[src/rtl/connect3x3_win_gen.sv]
// Builds 3x3 windows from a raster pixel stream using two line buffers and
// serialises each complete window, one element per cycle, to the 3x3 counter.
module connect3x3_win_gen #(
  parameter int DATA_W = 8,
  parameter int IMG_W  = 8,
  parameter int IMG_H  = 8,
  parameter int CNT_W  = 4
) (
  input  logic              clk,
  input  logic              rst,
  input  logic              in_vld,
  input  logic [DATA_W-1:0] in_data,
  output logic              in_rdy,
  output logic              out_vld,
  output logic [DATA_W-1:0] out_data,
  output logic [3:0]        out_idx,
  output logic              out_last,
  output logic              frame_done
);

  localparam logic ACCEPT = 1'b0;
  localparam logic EMIT   = 1'b1;

  localparam int COL_AW = (IMG_W > 1) ? $clog2(IMG_W) : 1;
  localparam logic [CNT_W-1:0] COL_LAST = CNT_W'(IMG_W - 1);
  localparam logic [CNT_W-1:0] ROW_LAST = CNT_W'(IMG_H - 1);
  localparam logic [CNT_W-1:0] TWO      = CNT_W'(2);
  localparam logic [3:0]       IDX_LAST = 4'd8;

  logic              state_q, state_d;
  logic [CNT_W-1:0]  row_q, row_d;
  logic [CNT_W-1:0]  col_q, col_d;
  logic [3:0]        idx_q, idx_d;
  logic              last_win_q, last_win_d;

  logic [DATA_W-1:0] lb0_q [IMG_W];
  logic [DATA_W-1:0] lb1_q [IMG_W];
  // Window stored row-major: element 3*r+c, row 0 oldest, column 0 leftmost.
  logic [DATA_W-1:0] win_q [9];

  logic              xfer;
  logic              win_ready;
  logic [COL_AW-1:0] col_a;

  assign xfer      = (state_q == ACCEPT) && in_vld;
  assign col_a     = col_q[COL_AW-1:0];
  assign win_ready = (row_q >= TWO) && (col_q >= TWO);

  always_comb begin
    state_d    = state_q;
    row_d      = row_q;
    col_d      = col_q;
    idx_d      = idx_q;
    last_win_d = last_win_q;
    case (state_q)
      ACCEPT: begin
        if (xfer) begin
          if (col_q == COL_LAST) begin
            col_d = '0;
            row_d = (row_q == ROW_LAST) ? '0 : row_q + 1'b1;
          end else begin
            col_d = col_q + 1'b1;
          end
          if (win_ready) begin
            state_d    = EMIT;
            idx_d      = '0;
            last_win_d = (row_q == ROW_LAST) && (col_q == COL_LAST);
          end
        end
      end
      default: begin
        if (idx_q == IDX_LAST) begin
          state_d = ACCEPT;
          idx_d   = '0;
        end else begin
          idx_d = idx_q + 1'b1;
        end
      end
    endcase
  end

  always_ff @(posedge clk) begin
    if (rst) begin
      state_q    <= ACCEPT;
      row_q      <= '0;
      col_q      <= '0;
      idx_q      <= '0;
      last_win_q <= 1'b0;
    end else begin
      state_q    <= state_d;
      row_q      <= row_d;
      col_q      <= col_d;
      idx_q      <= idx_d;
      last_win_q <= last_win_d;
    end
  end

  // Storage carries no reset: rows 0-1 never emit, so stale contents are never seen.
  always_ff @(posedge clk) begin
    if (xfer) begin
      lb1_q[col_a] <= lb0_q[col_a];
      lb0_q[col_a] <= in_data;
      win_q[0]     <= win_q[1];
      win_q[1]     <= win_q[2];
      win_q[2]     <= lb1_q[col_a];
      win_q[3]     <= win_q[4];
      win_q[4]     <= win_q[5];
      win_q[5]     <= lb0_q[col_a];
      win_q[6]     <= win_q[7];
      win_q[7]     <= win_q[8];
      win_q[8]     <= in_data;
    end
  end

  assign in_rdy     = (state_q == ACCEPT);
  assign out_vld    = (state_q == EMIT);
  assign out_data   = out_vld ? win_q[idx_q] : '0;
  assign out_idx    = idx_q;
  assign out_last   = out_vld && (idx_q == IDX_LAST);
  assign frame_done = out_last && last_win_q;

endmodule

[config.mk]
export PLATFORM = sky130hd
export DESIGN_NAME = connect3x3_win_gen
export DESIGN_NICKNAME = d
export VERILOG_FILES = /design/src/rtl/connect3x3_win_gen.sv
export SDC_FILE = /design/constraint.sdc
export NUM_CORES = 1
export LEC_CHECK = 0
export CORE_ASPECT_RATIO = 2
export CORE_MARGIN = 2
export CORE_UTILIZATION = 45
export DETAILED_ROUTE_END_ITERATION = 10
export HOLD_SLACK_MARGIN = 0.06
export RECOVER_POWER = 50
export SYNTH_ARGS = -nofsm -noshare
export SYNTH_HDL_FRONTEND = slang
export SYNTH_SLANG_ARGS = --single-unit
[constraint.sdc]
create_clock -name clk -period 4.55 [get_ports clk]
set_input_delay 0.455 -clock clk [delete_from_list [all_inputs] [get_ports clk]]
set_output_delay 0.455 -clock clk [all_outputs]
set_load 0.005 [all_outputs]
======== Word level (Yosys, flattened, before mapping) ========
Memory sizes are Yosys's and may differ from the RTL's. A register that Yosys moved wholly into a read port is not among the register bits.
Cells that the tools add are included.
word-level totals
  bits in registers ....................... 14
  memory bits (writable) .................. 200
  input bits .............................. 11
  output and inout port bits .............. 16
  logic and storage cells ................. 47
  memories kept ........................... 3
memories
  name   words  bits a word  read ports  clocked after Yosys merged registers in  write ports  RTL line  text
  win_q  9      8            7           1                                        9            39        logic [DATA_W-1:0] win_q [9];
  lb0_q  8      8            1           1                                        1            36        logic [DATA_W-1:0] lb0_q [IMG_W];
  lb1_q  8      8            1           1                                        1            37        logic [DATA_W-1:0] lb1_q [IMG_W];
cells by class
  add/subtract/negate cells ............... 3
  $lt $le $gt $ge ......................... 2
  eq/ne operators ......................... 3
  mux-type cells .......................... 19
  bitwise gates (word level) .............. 1
  reduce and logical (&&, ||, !) cells .... 11
operators with widths
  operator                                                                              count
  4-bit 2-to-1 mux                                                                      8
  4-bit by 1-bit adder with 4-bit output (second input constant)                        3
  3-bit 2-to-1 mux                                                                      4
  4-bit by 3-bit equality test with 1-bit output (second input constant)                2
  4-bit by 2-bit greater-or-equal comparator with 1-bit output (second input constant)  2
  8-bit 2-to-1 mux                                                                      1
  1-bit 2-to-1 mux                                                                      6
  3-bit AND reduction                                                                   2
  1-bit logical AND                                                                     5
  4-bit equality test (second input constant)                                           1
  2-bit AND reduction                                                                   2
  2-bit nonzero test                                                                    2
  1-bit inverter                                                                        1

======== Longest topological paths before layout ========
Gate-level depths: netlist (run 1).
  depth in word-level cells ............... 7
  gate-level depth with buffers ........... 5
  gate-level depth less buffers ........... 5

======== Worst setup path before layout (run 1) ========
Ideal clock, no wire load.
  kind .................................... reg-to-reg
  from .................................... reg state_q, in the netlist out_vld
  to ...................................... mem lb0_q[0][0], enable pin
  setup time .............................. 0.409 ns
  arrival ................................. 4.286 ns
  data required time ...................... 4.141 ns
  path slack .............................. -0.146 ns
  cell stages (with the launch flop) ...... 6
  path buffers ............................ 2
  period minus slack after synthesis ...... 4.696 ns
  cell sequence ........................... dfxtp_1 > buf_2 > nor2b_1 > clkbuf_1 > nand2_1 > nor3_1
between the ends
  cells in the longest elaborated chain, start to end .. 4
RTL lines
  element                                 RTL line  text
  start, declared                         30        logic state_q, state_d;
  start signal, assigned                  90        state_q <= state_d;
  1-bit inverter (no line)                -
  1-bit logical AND                       45        assign xfer = (state_q == ACCEPT) && in_vld;
  net xfer                                41        logic xfer;
  1-bit 2-to-1 mux                        100       if (xfer) begin
  1-bit 2-to-1 mux (not written as such)  102       lb0_q[col_a] <= in_data;
  end, declared                           36
The timed path passes the listed nets, and every way through them passes these cells.

==> key figures, run 1 <==
Setup path
  – Endpoint required time on the critical path: 4.09 ns
  – Category of the most critical setup path: reg2out
  – CP peak stage delay: 1.03 ns
  – Worst Setup End Kind: output pin
  – Data arrival time of the worst path: 2.81 ns
  – Nature of the critical path startpoint: flop
  – Critical Path Slowest Stage Cell: dfxtp_1
  – Worst Reg2Reg Path Length in Cells: 3
  – Cell Chain, Critical Path: mux4_2, o22ai_1, nor2_1, clkdlybuf4s50_1
  – CP bufs+invs: 1
  – Maximum fanout along the worst path: 16
  – Cell depth of the worst setup path: 4
  – Worst path top cell family by delay: flip-flops

Timing
  – Final max-slew violation count: 0
  – Transition at the pin with the smallest max-transition slack: 1.28 ns
  – Worst setup margin: 1.28 ns
  – Hold violation count in the final report: 0
  – Final period demand of the worst path: 3.27 ns
  – Max-slew headroom: 14.8%
  – Accumulated negative setup slack: 0 ns
  – Post-route fraction of the period consumed by the critical path: 71.8%
  – Upper clock frequency limit: 0.306 GHz
  – Final setup vio count: 0
  – Worst setup skew after layout: 0.0110 ns
  – Unrepaired setup endpoints after global routing: false

Route
  – Number of antenna-violating nets in the routed design: 0
  – Avg Vias per Cell: 5.44
  – DRC errors left: 0
  – First-iteration detailed-routing DRC count: 249
  – Number of optimization iterations in the first detailed-route pass: 4
  – Routed WL per cell: 21.2 um
  – Count of vias placed by the detailed router: 3,920
  – Total Wirelength: 15,300 um

Global routing
  – Global-route wire length before repair: 23,800 um
  – Global-route usage over all layers: 15.6%
  – Number of global-route vias before repair: 4,152
  – Antenna violations before repair: 0
  – Maximum number of pins on one net before global-route repair: 76
  – Global-route congestion overflow total: 0

Synth
  – Share of the yosys chip area belonging to registers: 74.8%
  – Most frequently used cell type in the post-synthesis netlist: edfxtp_1
  – Synth cell types: 40
  – Post-Syn Nets: 431
  – Top cells by area, synth: edfxtp_1 (70%), mux4_1 (8.6%), mux4_2 (5.2%), dfxtp_1 (4.9%), mux2_2 (2.1%)
  – Leading area contributor after synthesis: edfxtp_1
  – Fraction of post-synthesis cell area in the top cell type by area: 69.9%
  – Synth warn: 0
  – FF+latch count, synth: 221
  – Post-synthesis async set-or-reset flop share: 0%
  – Ys flop type: edfxtp_1
  – Number of enable-type register cells in the synthesized netlist: 200
  – Synth top cells by count: edfxtp_1 (200), mux4_1 (28), dfxtp_1 (21)
  – Gate count of the mapped netlist: 414
  – Post-Synthesis Mean Instance Area: 20.8 um^2
  – Post-synthesis cell area: 8590 um^2

Clocking
  – CTS clock-pin slew for the worst setup and hold paths: 0.06 ns
  – Number of buffers inserted by hold repair at cts: 0
  – Post-CTS Resized: 0
  – H-tree level count: 1
  – Clock root buffer master: clkbuf_16
  – Number of clock buffers inserted by TritonCTS: 20
  – Later-pin clock latency in the skew report: 0.48 ns
  – Clock tree from TritonCTS: built
  – CTS max path bufs: 3
  – Number of setup buffers added after CTS: 0
  – Number of sinks driven by the clock tree: 221

Layout
  – Layout Area Growth over Synthesis: 13.9%
  – Final-layout fill cell count: 1,472
  – Share of layout cells above drive strength 1: 15.5%
  – Diode count: 0
  – Final nets: 469

Worst hold path
  – Path type of the worst min-delay path: reg2reg
  – Hold Path Depth: 0

Power
  – Worst vdd rail ir drop: 205 uV
  – Leak pwr: 3.13 nW
  – Cell Pwr Density: 444 nW/um^2

Floorplanning
  – Floorplan die width: 102 um
  – CORE AREA: 18,700 um^2
  – Height of the chip: 199 um
  – Area of the die: 20,300 um^2
  – Initial core utilization: 45.8%
  – Number of top-level design ports: 27
  – Number of placement rows: 71

Placement
  – Detailed placement HPWL: 9350 um
  – Total of buffers placed on input and output ports: 26
  – Final estimated routing congestion in global placement: 0.736
  – Setup WS pre-CTS: 1.68 ns

Status
  – Result of the run: complete, no violations

Run
  – Number of maximum-capacitance violations: 0
[placed cells by master, fill, tap and decap left out, types with 3 or more instances in the layout]
master / netlist / final
nor2_1: 20 / 20
mux4_2: 20 / 20
a21oi_1: 5 / 5
nand3b_1: 5 / 6
nand2b_1: 4 / 4
bufinv_16: 0 / 3
mux2_2: 16 / 16
clkbuf_16: 0 / 21
o22ai_1: 8 / 8
clkbuf_1: 6 / 11
a311oi_1: 4 / 4
dfxtp_1: 21 / 21
nand3_1: 4 / 4
clkdlybuf4s50_1: 0 / 14
o21ai_0: 10 / 10
dlygate4sd3_1: 0 / 12
mux4_1: 28 / 28
a211oi_1: 3 / 3
o31ai_1: 6 / 7
ha_1: 6 / 6
inv_1: 8 / 8
clkinv_1: 0 / 3
buf_4: 0 / 6
edfxtp_1: 200 / 200
[path summary, 6_finish.rpt]
check,from,to,slack (ns)
max reg2reg,out_vld,lb0_q[1][7],2.09
min reg2reg,win_q[7][3],win_q[6][3],0.44
min,win_q[7][3],win_q[6][3],0.44
max,flop,out_data[4],1.28
[report_power, final]
group,internal [mW],total (mW),switching [mW],leakage [nW]
clock,1.04,1.72,0.684,0.329
combinational,0.107,0.238,0.131,0.763
sequential,2.35,2.38,0.0356,2.04
total,3.49,4.34,0.851,3.13
[state kept, by name (all words and copies together) (netlist names), named ones only]
signal / flops
row_q: 4
lb1_q: 64
win_q: 72
out_vld: 1
last_win_q: 1
col_q: 4
lb0_q: 64
out_idx: 4
[metrics by stage]
step	utilization [%]	cells	hold WS [ns]	cell area [um^2]	power (mW)
after floorplan	-	414	0.421	8590	2.59
after global placement	48.8	685	0.424	9150	2.66
after detailed placement	48.8	685	0.433	9150	2.67
after CTS	52.4	721	0.442	9830	4.39
after global routing	52.2	721	0.449	9780	4.48
final	52.2	721	0.445	9780	4.34
[layout make-up]
class                   instances  area [um^2]  area share, %
inverters                       8         30.0          0.307
multi-input cells             164         2010           20.5
well taps                     255          319           3.26
repair buffers                 37          324           3.31
clock inverters                 8          115           1.18
flip-flops and latches        221         6430           65.7
clock buffers                  28          562           5.74
[metal layers]
layer  wire [um]  global-route usage, %  up-vias
met2        8580                   29.0       54
met1        6120                   18.7     2049
met5           0                      0        -
met3         389                   2.10       14
met4         187                   4.00        0
li1            -                      -     1803
[cells by family (layout without fill, tap and decap cells)]
kind of cell | Yosys count | in the layout | synth area share (%)
AO/OA/AOI/OAI | 40 | 40 | 3.07
AND/OR/NAND/NOR | 52 | 52 | 3.38
multiplexers | 64 | 64 | 15.9
adder cells (fa/ha/maj) | 6 | 6 | 0.874
flip-flops | 221 | 221 | 74.8
XOR/XNOR | 2 | 2 | 0.204
buffers and inverters | 29 | 81 | 1.78
(Power assumes the default switching activity.)
==> run 2, diff against run 1 <==
==> constraint.sdc (replaced) <==
create_clock -name clk -period 3.1 [get_ports clk]
set_input_delay 0.31 -clock clk [delete_from_list [all_inputs] [get_ports clk]]
set_output_delay 0.31 -clock clk [all_outputs]
set_load 0.005 [all_outputs]
==> key figures, run 2 (same netlist as run 1, synthesis figures left out) <==
Layout
  – Max FFs per register: 72 (unchanged)
  – Commonest cells after routing, fill and taps aside: edfxtp_1 (200), mux4_1 (28), mux4_2 (20), nor2_1 (20), dfxtp_1 (20)
  – Leading registers by flop count: win_q x72, lb0_q x64, lb1_q x64
  – Final nets: 472 (+0.64%)
  – Layout Area Growth over Synthesis: 13.4%
  – Register bank with the most flops: win_q
  – Final-layout fill cell count: 1,476 (+0.27%)
  – Share of layout cells above drive strength 1: 17.0% (+1.5 points)
  – Diode count: 0 (unchanged)
  – Most common library cell in the layout ignoring fill and taps: edfxtp_1
  – Layout Cell Area excl Fill: 9740 um^2 (-0.46%)

Route
  – Avg Vias per Cell: 5.49 (+1.0%)
  – DRC errors left: 0 (unchanged)
  – Routed WL per cell: 21.0 um (-0.95%)
  – Count of vias placed by the detailed router: 3,961 (+1.0%)
  – First-iteration detailed-routing DRC count: 276 (+11%)
  – Number of antenna-violating nets in the routed design: 0 (unchanged)
  – Number of optimization iterations in the first detailed-route pass: 4 (unchanged)
  – Total Wirelength: 15,100 um (-0.95%)

Timing
  – Final max-slew violation count: 0 (unchanged)
  – Worst hold margin: 0.442 ns (-0.00246 ns)
  – Final setup vio count: 0 (unchanged)
  – Accumulated negative setup slack: 0 ns (unchanged)
  – Unrepaired setup endpoints after global routing: false
  – Worst setup skew after layout: 0.0122 ns (+0.00120 ns)
  – Transition at the pin with the smallest max-transition slack: 1.29 ns (+0.0107 ns)
  – Final period demand of the worst path: 2.67 ns
  – Hold violation count in the final report: 0 (unchanged)
  – Post-route fraction of the period consumed by the critical path: 86.2%
  – Upper clock frequency limit: 0.374 GHz
  – Max-slew headroom: 14.1% (-0.71 points)
  – Worst setup margin: 0.428 ns (-0.855 ns)

Power
  – Logic gate share of total power: 5.6% (about the same)
  – Leak pwr: 3.13 nW (-0.11%)
  – Switching pwr: 1.22 mW (+43%)
  – Int Pwr: 4.90 mW (+40%)
  – Clock power frac: 37.2% (-2.4 points)
  – Worst vdd rail ir drop: 467 uV (+130%)
  – Sequential share of power: 57.2% (+2.3 points)
  – Cell Pwr Density: 628 nW/um^2 (+42%)
  – Sum of internal, switching and leakage power: 6.12 mW (+41%)
  – Switching fraction of total power: 19.9% (+0.32 points)

Floorplanning
  – CORE AREA: 18,700 um^2 (unchanged)
  – Floorplan die width: 102 um (unchanged)
  – Area of the die: 20,300 um^2 (unchanged)
  – Number of top-level design ports: 27 (unchanged)
  – Initial core utilization: 45.8% (unchanged)
  – Height of the chip: 199 um (unchanged)
  – Number of placement rows: 71 (unchanged)

Clocking
  – Number of clock buffers inserted by TritonCTS: 19 (-5.0%)
  – Clock tree from TritonCTS: built
  – Post-CTS Resized: 0 (unchanged)
  – CTS max path bufs: 3 (unchanged)
  – Number of setup buffers added after CTS: 0 (unchanged)
  – Number of sinks driven by the clock tree: 221 (unchanged)
  – H-tree level count: 1 (unchanged)
  – Clock root buffer master: clkbuf_16
  – Number of buffers inserted by hold repair at cts: 0 (unchanged)
  – CTS clock-pin slew for the worst setup and hold paths: 0.07 ns (about the same)
  – Later-pin clock latency in the skew report: 0.48 ns (about the same)

Placement
  – Detailed placement HPWL: 9450 um (+1.1%)
  – Total cell area at the placement stage: 9190 um^2 (+0.48%)
  – Final estimated routing congestion in global placement: 0.755 (+2.6%)
  – Total of buffers placed on input and output ports: 26 (unchanged)
  – Setup WS pre-CTS: 0.840 ns (-0.845 ns)

Global routing
  – Maximum number of pins on one net before global-route repair: 76 (unchanged)
  – Global-route congestion overflow total: 0 (unchanged)
  – Number of global-route vias before repair: 4,228 (+1.8%)
  – Antenna violations before repair: 0 (unchanged)
  – Global-route usage over all layers: 15.5% (-0.12 points)
  – Global-route wire length before repair: 23,700 um (-0.38%)

Worst hold path
  – Path type of the worst min-delay path: reg2reg

Setup path
  – Worst path top cell family by delay: flip-flops
  – Cell Chain, Critical Path: inv_1, nor2_1, and2_1, clkdlybuf4s50_1
  – Data arrival time of the worst path: 2.36 ns (-0.45 ns)
  – Maximum fanout along the worst path: 21 (+5)
  – CP bufs+invs: 2 (+1)
  – CP peak stage delay: 0.82 ns (-0.21 ns)
  – Endpoint required time on the critical path: 2.79 ns (-1.30 ns)
  – Nature of the critical path startpoint: flop
  – Worst Setup End Kind: output pin
  – Category of the most critical setup path: reg2out
  – Critical Path Slowest Stage Cell: dfxtp_1

Status
  – Result of the run: complete, no violations

Run
  – Number of maximum-capacitance violations: 0 (unchanged)
-- run 2: power groups by stage --
stage	Clock [mW]	Combinational, mW	Sequential (mW)
floorplan	0	0.262	3.53
global placement	0	0.343	3.56
detailed placement	0	0.356	3.57
CTS	2.33	0.357	3.50
global route	2.43	0.376	3.52
finish	2.27	0.343	3.50
-- run 2: through the flow --
stage               util (%)  instances
floorplan                  -        414
global placement        49.0        689
detailed placement      49.0        689
CTS                     52.1        721
global route            52.0        721
finish                  52.0        721
-- run 2: final cells by class --
type	instances	area (um^2)	share of cell area [%]
Clock buffer	25	498	5.11
Inverter	8	30.0	0.308
Clock inverter	7	82.6	0.848
Timing Repair Buffer	41	369	3.79
Tap cell	255	319	3.28
Sequential cell	221	6430	66.0
Multi-Input combinational cell	164	2010	20.7
-- run 2: path summary, 6_finish.rpt --
path | depth (start not counted) | end | slack, ns | startpoint
min reg2reg | 0 | win_q[7][1] | 0.44 | win_q[8][1]
max | 4 | frame_done | 0.43 | out_vld
max reg2reg | 4 | lb1_q[6][0] | 0.72 | out_vld
min | 0 | win_q[7][1] | 0.44 | win_q[8][1]
-- run 2: metal layers --
metal | wire, um | track usage [%]
met1 | 5930 | 17.9
met2 | 8430 | 29.0
met3 | 396 | 1.89
met4 | 374 | 5.11
met5 | 0 | 0
-- run 2: worst register-to-register path, stage by stage, from the launching register on --
cell and delay (ns):
dfxtp_1 0.56, nor2b_4 0.22, nand2_1 0.14, nor2_1 0.12, clkbuf_1 0.95
==> run 3, diff against run 2 <==
==> constraint.sdc (replaced) <==
create_clock -name clk -period 2.7 [get_ports clk]
set_input_delay 0.27 -clock clk [delete_from_list [all_inputs] [get_ports clk]]
set_output_delay 0.27 -clock clk [all_outputs]
set_load 0.005 [all_outputs]
==> key figures, run 3 (same netlist as run 1, synthesis figures left out) <==
Status
  – Result of the run: complete, no violations

Placement
  – Total cell area at the placement stage: 9250 um^2 (+0.60%)
  – Detailed placement HPWL: 9510 um (+0.56%)
  – Total of buffers placed on input and output ports: 26 (unchanged)
  – Final estimated routing congestion in global placement: 0.772 (+2.3%)

Timing
  – Unrepaired setup endpoints after global routing: false
  – Transition at the pin with the smallest max-transition slack: 1.23 ns (-0.0543 ns)
  – Worst setup skew after layout: 0.0138 ns (+0.00154 ns)
  – Final max-slew violation count: 0 (unchanged)
  – Final period demand of the worst path: 2.54 ns
  – Final setup vio count: 0 (unchanged)
  – Accumulated negative setup slack: 0 ns (unchanged)
  – Post-route fraction of the period consumed by the critical path: 94.1%
  – Upper clock frequency limit: 0.394 GHz
  – Hold violation count in the final report: 0 (unchanged)
  – Max-slew headroom: 17.7% (+3.6 points)

Layout
  – Commonest cells after routing, fill and taps aside: edfxtp_1 (200), mux4_1 (28), clkbuf_16 (21)
  – Final-layout fill cell count: 1,499 (+1.6%)
  – Share of layout cells above drive strength 1: 18.4% (+1.5 points)
  – Diode count: 0 (unchanged)
  – Area of all sequential standard cells: 6430 um^2 (about the same)
  – Leading registers by flop count: win_q x72, lb0_q x64, lb1_q x64
  – Layout Cell Area excl Fill: 9840 um^2 (+1.1%)
  – Share of the core filled with cells: 52.5% (+0.55 points)
  – Register bank with the most flops: win_q
  – Most common library cell in the layout ignoring fill and taps: edfxtp_1
  – Max FFs per register: 72 (unchanged)
  – Area of the multi-input gates: 2030 um^2 (+0.87%)
  – Layout Area Growth over Synthesis: 14.5%
  – Final nets: 477 (+1.1%)

Global routing
  – Global-route wire length before repair: 23,700 um (-0.14%)
  – Number of global-route vias before repair: 4,215 (-0.31%)
  – Maximum number of pins on one net before global-route repair: 76 (unchanged)
  – Global-route congestion overflow total: 0 (unchanged)
  – Global-route usage over all layers: 15.7% (+0.18 points)
  – Antenna violations before repair: 0 (unchanged)

Floorplanning
  – Initial core utilization: 45.8% (unchanged)
  – Height of the chip: 199 um (unchanged)
  – Number of placement rows: 71 (unchanged)
  – CORE AREA: 18,700 um^2 (unchanged)
  – Floorplan die width: 102 um (unchanged)
  – Area of the die: 20,300 um^2 (unchanged)
  – Number of top-level design ports: 27 (unchanged)

Power
  – Cell Pwr Density: 724 nW/um^2 (+15%)
  – Worst vdd rail ir drop: 512 uV (+9.6%)
  – Leak pwr: 3.17 nW (+1.5%)

Setup path
  – Data arrival time of the worst path: 2.27 ns (-0.09 ns)
  – Capturing instance or port of the critical path: out_data[4]
  – Capture point of the worst reg-to-reg path: lb0_q[2][0]
  – Worst Reg2Reg Path Length in Cells: 4 (unchanged)
  – Maximum fanout along the worst path: 14 (-33%)
  – Nature of the critical path startpoint: flop
  – Worst Setup End Kind: output pin
  – Category of the most critical setup path: reg2out
  – Launch point of the worst reg-to-reg path: out_vld
  – Endpoint required time on the critical path: 2.43 ns (-0.36 ns)
  – Minimum setup slack among reg-to-reg paths: 0.46 ns (-0.26 ns)

Clocking
  – Number of buffers inserted by hold repair at cts: 0 (unchanged)
  – Number of sinks driven by the clock tree: 221 (unchanged)
  – Clock tree from TritonCTS: built
  – Post-CTS Resized: 0 (unchanged)
  – Clock root buffer master: clkbuf_16
  – Number of setup buffers added after CTS: 0 (unchanged)
  – CTS max path bufs: 3 (unchanged)
  – H-tree level count: 1 (unchanged)
  – Later-pin clock latency in the skew report: 0.49 ns (about the same)
  – Number of clock buffers inserted by TritonCTS: 20 (+1)
  – CTS clock-pin slew for the worst setup and hold paths: 0.07 ns (about the same)

Run
  – Number of maximum-capacitance violations: 0 (unchanged)

Route
  – Avg Vias per Cell: 5.45 (-0.88%)
  – Number of antenna-violating nets in the routed design: 0 (unchanged)
  – Count of vias placed by the detailed router: 3,959 (-0.050%)
  – Number of optimization iterations in the first detailed-route pass: 4 (unchanged)
  – Total Wirelength: 15,300 um (+0.81%)
  – Routed WL per cell: 21.0 um (about the same)
  – First-iteration detailed-routing DRC count: 213 (-23%)
  – DRC errors left: 0 (unchanged)

Worst hold path
  – Path type of the worst min-delay path: reg2reg
  – Source of the worst hold timing path: win_q[7][4]
-- run 3: cell count changes in the layout (fill, tap and decap cells not counted), moves of 2 or more --
cell	previous run	this run
clkbuf_16	19	21
buf_12	0	2
clkdlybuf4s50_1	14	18
dlygate4sd3_1	12	8
-- run 3: routing by layer --
metal	GRT usage (%)	part of all wire [%]	vias to the layer above
li1	-	-	1827
met1	18.2	39	2051
met2	29.2	56	56
met3	2.06	2.7	25
met4	4.95	2.3	0
met5	0	0	-
-- run 3: stage by stage --
stage,total power [mW],std cells,hold slack (ns),setup slack [ns]
final,7.12,727,0.448,0.160
after global routing,7.38,727,0.465,0.0513
after CTS,7.21,727,0.445,0.0351
after detailed placement,4.51,693,0.434,0.553
after global placement,4.49,693,0.425,0.559
after floorplan,4.36,414,0.369,0.114
-- run 3: area by class of cell --
cell class | instances | area share [%]
Sequential cell | 221 | 65.3
Clock inverter | 8 | 0.674
Inverter | 8 | 0.305
Multi-Input combinational cell | 164 | 20.6
Timing Repair Buffer | 45 | 4.20
Tap cell | 255 | 3.24
Clock buffer | 26 | 5.63
-- run 3: worst min-delay path by stage --
stage	slack, ns	end	depth (start not counted)
after floorplan	0.37	lb0_q[0][0]	0
after global placement	0.43	win_q[0][7]	0
after detailed placement	0.43	win_q[0][6]	0
after CTS	0.44	win_q[6][4]	0
after global routing	0.46	win_q[3][5]	0
final	0.45	win_q[6][4]	0
-- run 3: worst max-delay path, cell delays in order (launching register included) --
cell and delay, ns:
dfxtp_2 0.38, buf_12 0.18, mux4_2 0.50, o22ai_1 0.17
nor2_1 0.09, clkdlybuf4s50_1 0.45
-- run 3: power by group --
group          internal, mW  switching [mW]
combinational         0.189           0.221
clock                  1.54            1.16
sequential             3.95          0.0577
total                  5.69            1.44
